### config.mk
export PLATFORM = sky130hd
export DESIGN_NAME = ctrl_coef_seq_flat
export DESIGN_NICKNAME = d
export VERILOG_FILES = /design/src/rtl/ctrl_coef_seq_if.sv /design/src/rtl/ctrl_coef_seq.sv /design/src/flat_wrapper.sv
export SDC_FILE = /design/constraint.sdc
export NUM_CORES = 1
export LEC_CHECK = 0
export ABC_AREA = 1
export CORE_MARGIN = 2
export CORE_UTILIZATION = 63
export CTS_BUF_LIST = sky130_fd_sc_hd__clkbuf_4 sky130_fd_sc_hd__clkbuf_8
export DETAILED_ROUTE_END_ITERATION = 7
export PLACE_DENSITY_LB_ADDON = 0.25
export SLEW_MARGIN = 40
export SYNTH_ARGS = -nofsm -noshare
export SYNTH_HDL_FRONTEND = slang
export SYNTH_SLANG_ARGS = --single-unit
### constraint.sdc
create_clock -name clk -period 3.4 [get_ports clk]
set_input_delay 0.85 -clock clk [delete_from_list [all_inputs] [get_ports clk]]
set_output_delay 0.85 -clock clk [all_outputs]
set_load 0.01 [all_outputs]
### src/rtl/ctrl_coef_seq_if.sv
// ctrl_coef_seq_if: request inputs and counter/accumulator controls of the coefficient sequencer
interface ctrl_coef_seq_if #(
  parameter int DATA_ADDRESS_WIDTH = 12,
  parameter int TAPS_WIDTH = 8,
  parameter int PHASE_WIDTH = 8
);
  logic start;
  logic abort;
  logic [PHASE_WIDTH-1:0] phase;
  logic [TAPS_WIDTH-1:0] taps_per_phase;
  logic [DATA_ADDRESS_WIDTH-1:0] coef_base;
  logic ctr_clr;
  logic ctr_load;
  logic ctr_cnt;
  logic [DATA_ADDRESS_WIDTH-1:0] coef_ptr;
  logic mac_first;
  logic mac_last;
  logic busy;
  logic done;
  logic err;
  modport master (
    output start, abort, phase, taps_per_phase, coef_base,
    input ctr_clr, ctr_load, ctr_cnt, coef_ptr, mac_first, mac_last, busy, done, err
  );
  modport slave (
    input start, abort, phase, taps_per_phase, coef_base,
    output ctr_clr, ctr_load, ctr_cnt, coef_ptr, mac_first, mac_last, busy, done, err
  );
endinterface

### src/rtl/ctrl_coef_seq.sv
// ctrl_coef_seq: per-sample coefficient sequencer issuing one LOAD then taps COUNT cycles
module ctrl_coef_seq #(
  parameter int DATA_ADDRESS_WIDTH = 12,
  parameter int TAPS_WIDTH = 8,
  parameter int PHASE_WIDTH = 8
) (
  input logic clk,
  input logic rst,
  ctrl_coef_seq_if.slave io_bus
);
  localparam int DAW = DATA_ADDRESS_WIDTH;
  localparam int TW = TAPS_WIDTH;
  typedef enum logic [1:0] {IDLE, LOAD, COUNT, DONE} state_t;
  state_t r_state;
  logic [TW-1:0] r_taps, r_tap;
  logic [DAW-1:0] r_ptr;
  logic r_clr, r_load, r_cnt, r_first, r_last, r_busy, r_done, r_err;
  logic [DAW-1:0] w_ptr;
  // phase offset wraps modulo the address space, so narrowing before multiplying is exact
  assign w_ptr = DAW'(io_bus.coef_base) + DAW'(io_bus.phase) * DAW'(io_bus.taps_per_phase);
  always_ff @(posedge clk or posedge rst) begin
    if (rst) begin
      r_state <= IDLE;
      r_taps <= '0;
      r_tap <= '0;
      r_ptr <= '0;
      r_clr <= 1'b0;
      r_load <= 1'b0;
      r_cnt <= 1'b0;
      r_first <= 1'b0;
      r_last <= 1'b0;
      r_busy <= 1'b0;
      r_done <= 1'b0;
      r_err <= 1'b0;
    end else begin
      r_clr <= 1'b0;
      r_load <= 1'b0;
      r_first <= 1'b0;
      r_done <= 1'b0;
      r_err <= 1'b0;
      if (io_bus.abort) begin
        r_state <= IDLE;
        r_clr <= 1'b1;
        r_cnt <= 1'b0;
        r_last <= 1'b0;
        r_busy <= 1'b0;
      end else begin
        case (r_state)
          IDLE: begin
            if (io_bus.start && io_bus.taps_per_phase != '0) begin
              r_taps <= io_bus.taps_per_phase;
              r_ptr <= w_ptr;
              r_state <= LOAD;
              r_load <= 1'b1;
              r_busy <= 1'b1;
            end else begin
              r_err <= io_bus.start;
            end
          end
          LOAD: begin
            r_err <= io_bus.start;
            r_tap <= r_taps - 1'b1;
            r_state <= COUNT;
            r_cnt <= 1'b1;
            r_first <= 1'b1;
            r_last <= r_taps == TW'(1);
          end
          COUNT: begin
            r_err <= io_bus.start;
            if (r_tap == '0) begin
              r_state <= DONE;
              r_cnt <= 1'b0;
              r_last <= 1'b0;
              r_done <= 1'b1;
            end else begin
              r_tap <= r_tap - 1'b1;
              r_last <= r_tap == TW'(1);
            end
          end
          DONE: begin
            r_err <= io_bus.start;
            r_state <= IDLE;
            r_busy <= 1'b0;
          end
        endcase
      end
    end
  end
  assign io_bus.ctr_clr = r_clr;
  assign io_bus.ctr_load = r_load;
  assign io_bus.ctr_cnt = r_cnt;
  assign io_bus.coef_ptr = r_ptr;
  assign io_bus.mac_first = r_first;
  assign io_bus.mac_last = r_last;
  assign io_bus.busy = r_busy;
  assign io_bus.done = r_done;
  assign io_bus.err = r_err;
endmodule

### src/flat_wrapper.sv
// flat-port wrapper written by rule: the top's interface ports become plain ports
module ctrl_coef_seq_flat 
#(
  parameter int DATA_ADDRESS_WIDTH = 12,
  parameter int TAPS_WIDTH = 8,
  parameter int PHASE_WIDTH = 8
)
  (clk, rst, io_bus_start, io_bus_abort, io_bus_phase, io_bus_taps_per_phase, io_bus_coef_base, io_bus_ctr_clr, io_bus_ctr_load, io_bus_ctr_cnt, io_bus_coef_ptr, io_bus_mac_first, io_bus_mac_last, io_bus_busy, io_bus_done, io_bus_err);
  ctrl_coef_seq_if #(.DATA_ADDRESS_WIDTH(DATA_ADDRESS_WIDTH), .TAPS_WIDTH(TAPS_WIDTH), .PHASE_WIDTH(PHASE_WIDTH)) io_bus_i ();
  input logic clk;
  input logic rst;
  input wire logic [$bits(io_bus_i.start)-1:0] io_bus_start;
  input wire logic [$bits(io_bus_i.abort)-1:0] io_bus_abort;
  input wire logic [$bits(io_bus_i.phase)-1:0] io_bus_phase;
  input wire logic [$bits(io_bus_i.taps_per_phase)-1:0] io_bus_taps_per_phase;
  input wire logic [$bits(io_bus_i.coef_base)-1:0] io_bus_coef_base;
  output wire logic [$bits(io_bus_i.ctr_clr)-1:0] io_bus_ctr_clr;
  output wire logic [$bits(io_bus_i.ctr_load)-1:0] io_bus_ctr_load;
  output wire logic [$bits(io_bus_i.ctr_cnt)-1:0] io_bus_ctr_cnt;
  output wire logic [$bits(io_bus_i.coef_ptr)-1:0] io_bus_coef_ptr;
  output wire logic [$bits(io_bus_i.mac_first)-1:0] io_bus_mac_first;
  output wire logic [$bits(io_bus_i.mac_last)-1:0] io_bus_mac_last;
  output wire logic [$bits(io_bus_i.busy)-1:0] io_bus_busy;
  output wire logic [$bits(io_bus_i.done)-1:0] io_bus_done;
  output wire logic [$bits(io_bus_i.err)-1:0] io_bus_err;
  assign io_bus_i.start = io_bus_start;
  assign io_bus_i.abort = io_bus_abort;
  assign io_bus_i.phase = io_bus_phase;
  assign io_bus_i.taps_per_phase = io_bus_taps_per_phase;
  assign io_bus_i.coef_base = io_bus_coef_base;
  assign io_bus_ctr_clr = io_bus_i.ctr_clr;
  assign io_bus_ctr_load = io_bus_i.ctr_load;
  assign io_bus_ctr_cnt = io_bus_i.ctr_cnt;
  assign io_bus_coef_ptr = io_bus_i.coef_ptr;
  assign io_bus_mac_first = io_bus_i.mac_first;
  assign io_bus_mac_last = io_bus_i.mac_last;
  assign io_bus_busy = io_bus_i.busy;
  assign io_bus_done = io_bus_i.done;
  assign io_bus_err = io_bus_i.err;
  ctrl_coef_seq #(.DATA_ADDRESS_WIDTH(DATA_ADDRESS_WIDTH), .TAPS_WIDTH(TAPS_WIDTH), .PHASE_WIDTH(PHASE_WIDTH)) u_core (.clk(clk), .rst(rst), .io_bus(io_bus_i));
endmodule
==> out/qor.txt <==
status - finished, violations left
failing checks - setup timing
Seq/Total Area, Yosys - 23.1%
fraction of layout cells with a size suffix above 1 - 30.5%
WS Path Type - in -> reg
RSZ-0062 raised after global routing - true
Rel. slew slack - 66.2%
crit start category - input pin
placed insts - 694
HPWL after DPL - 7.99 mm
Nets - 746
vias - 4,114
delay of the slowest critical-path stage - 0.52 ns
CTS Sinks - 38
Synth cell types - 34
Port Buffers - 51
Final Hold Fails - 0
Inserted Diodes - 0
critical path required time - 3.60 ns
Syn Inst Count - 546
Wirelength per Cell - 17.7 um
crit path time final - 3.98 ns
Hold-fix buffers, CTS - 0
Max Fclk - 0.251 GHz
P_leak - 0.00297 uW
vias in the first global route - 4,186
post-synthesis cell area - 4120 sq um
Ys Warns - 0
Starting Density - 64.9%
core area - 6350 sq um
gpl congestion - 0.876
largest net degree at the start of global routing - 39
Synth Area per Inst - 7.55 sq um
clk_skew - 0.0105 ns
Die Y - 84.9 um
Int Pwr - 2220 uW
detailed router's first-iteration violation count - 480
Synth-to-Final Area Change - 33.7%
Antenna Nets Post-Route - 0
die width - 84.9 um
row count - 29
htree depth - 2
Logic pwr share - 73.2%
TritonCTS clock tree - done
number of CTS-inserted buffers - 5
CP cell instances - buf_8 -> buf_6 -> nand2_2 -> inv_2 -> fa_1 -> fa_1 -> fa_1 -> inv_2 -> fa_1 -> inv_1 -> ha_4 -> a21oi_4 -> o21ai_4 -> a21oi_2 -> nand3_1 -> nand3_2 -> nand2_1
Design Area, Final - 5510 sq um
GRT Overall Usage - 32.3%
GR Overflow Total - 0
Max IR drop VDD - 0.618 mV
final setup vio count - 8
Seq cells post-synth - 38
Place WS - -1.32 ns
sum of negative setup slack - -3.59 ns
clk root buf - clkbuf_8
Hold WC Path Type - reg -> reg
cell mode on critical path - fa_1
routed wire length - 12.7 mm
Arr. time, crit path - 4.17 ns
Clk Latency, worst-skew pair - 0.30 ns
Final period util - 117%
commonest non-fill, non-tap cell in the layout - nand2_1
Net Sw Frac - 48.6%
clock power share - 7.9%
Net Count, Synth - 653
vias per cell - 5.74
power per cell area - 784 nW/um^2
sequential power share - 18.8%
worst-margin pin slew - 0.506 ns
Buffers & Inverters on Critical Path - 5
CP top delay family - adder cells
max cap viols - 0
DRC - 0
Post-Place Cell Area - 5030 sq um
First-pass DRT Iterations - 8
max-slew violations - 0
first-pass GRT wire length - 18.7 mm
final worst setup slack - -0.577 ns
Finished Layout Cells - 717
final core utilization - 86.8%
# IOs - 52
Die ar. - 7210 sq um
initial antenna violation count - 0
Clock Tree Buf Depth - 2
most frequent cells in the layout - 126 x nand2_1, 97 x inv_1, 45 x buf_4, 38 x dfrtp_1, 36 x inv_2
CTS clk-pin slew, worst paths - 0.09 ns
CP max stage cell - fa_1
Max Fanout on Critical Path - 5
crit end category - flip-flop
switching pwr - 2100 uW
logic make-up (layout without fill, tap and decap cells):
kind of cell,after synthesis,count (layout),share of synthesized area (%)
DFF,38,38,23.1
and+or+nand+nor,221,221,22.3
adders and majority gates,75,75,30.2
buffers and inverters,153,247,15.9
xor gates and xnor gates,7,7,1.49
AOI/OAI and AO/OA,52,52,7.07
tightest hold or removal path: cells and delay by family, from the launching register on:
kind | cells | cell delay, ns
flops | 1 | 0.35
simple gates | 2 | 0.11
routing by layer:
metal | global-route usage (%) | wire [um] | up-vias
li1 | - | - | 1805
met1 | 39.9 | 4520 | 1947
met2 | 58.7 | 6440 | 275
met3 | 5.06 | 1020 | 87
met4 | 9.38 | 746 | 0
met5 | 0 | 0 | -
metrics by stage:
stage | total power [uW] | hold slack [ns]
finish | 4320 | 0.486
global route | 4600 | 0.519
CTS | 3820 | 0.485
detailed placement | 3250 | 0.465
global placement | 3110 | 0.464
floorplan | 2480 | 0.465
state kept, by name (all words and copies together) (netlist names):
name                     flops
u_core.io_bus.ctr_load       1
u_core.io_bus.coef_ptr      12
u_core.r_tap                 8
u_core.io_bus.err            1
u_core.io_bus.busy           1
u_core.r_taps                8
u_core.r_state               2
u_core.io_bus.ctr_cnt        1
u_core.io_bus.done           1
u_core.io_bus.ctr_clr        1
u_core.io_bus.mac_last       1
u_core.io_bus.mac_first      1
final cells by class:
cell class	count	area [sq um]
repair buffers	105	981
clock inverters	2	12.5
inverters	134	504
multi-input cells	355	2890
flip-flops and latches	38	951
fillers	305	837
well taps	77	96.3
clock buffers	6	82.6
power by group through the flow:
stage	combinational [uW]	sequential (uW)	clock [uW]
after global routing	3410	826	359
after floorplan	1670	809	0
final	3160	814	343
after global placement	2320	786	0
after detailed placement	2460	796	0
after CTS	2700	789	331
cell usage after synthesis, drive strengths merged:
master	number	area [sq um]
clkbuf	5	18.8
o31ai	1	7.51
nor3	5	35.0
ha	34	425
nand3b	1	7.51
inv	133	499
o221ai	1	8.76
o21ai	36	191
clkinv	1	5.00
nand3	21	115
xnor2	3	26.3
or2	1	6.26
xor2	4	35.0
nor4	1	6.26
dfrtp	38	951
nand4	4	25.0
o21a	1	7.51
a21oi	12	67.6
nor2	24	92.6
fa	41	821
a41oi	1	8.76
buf	14	131
nand2	164	631
repair_timing:
| action | in CTS | in global routing |
|---|---|---|
| endpoints found under the setup margin | 9 | 8 |
| buffers inserted | 11 | 5 |
| pin swaps | 55 | 63 |
| gates resized for setup | 128 | 71 |
path summary, 6_finish.rpt:
check / startpoint / to / slack, ns / cells past startpoint
setup / recovery: io_bus_phase[5] / u_core.io_bus.coef_ptr[11] / -0.58 / 17
hold / removal: u_core.io_bus.coef_ptr[2] / u_core.io_bus.coef_ptr[2] / 0.49 / 2
setup reg to reg: u_core.r_state[0] / u_core.r_tap[3] / 1.16 / 9
hold reg to reg: u_core.io_bus.coef_ptr[2] / u_core.io_bus.coef_ptr[2] / 0.49 / 2
max in group asynchronous: rst / u_core.io_bus.mac_first / 2.07 / 3
min in group asynchronous: rst / u_core.io_bus.coef_ptr[7] / 0.97 / 3
Note: power is estimated with default switching activity, not from simulation.
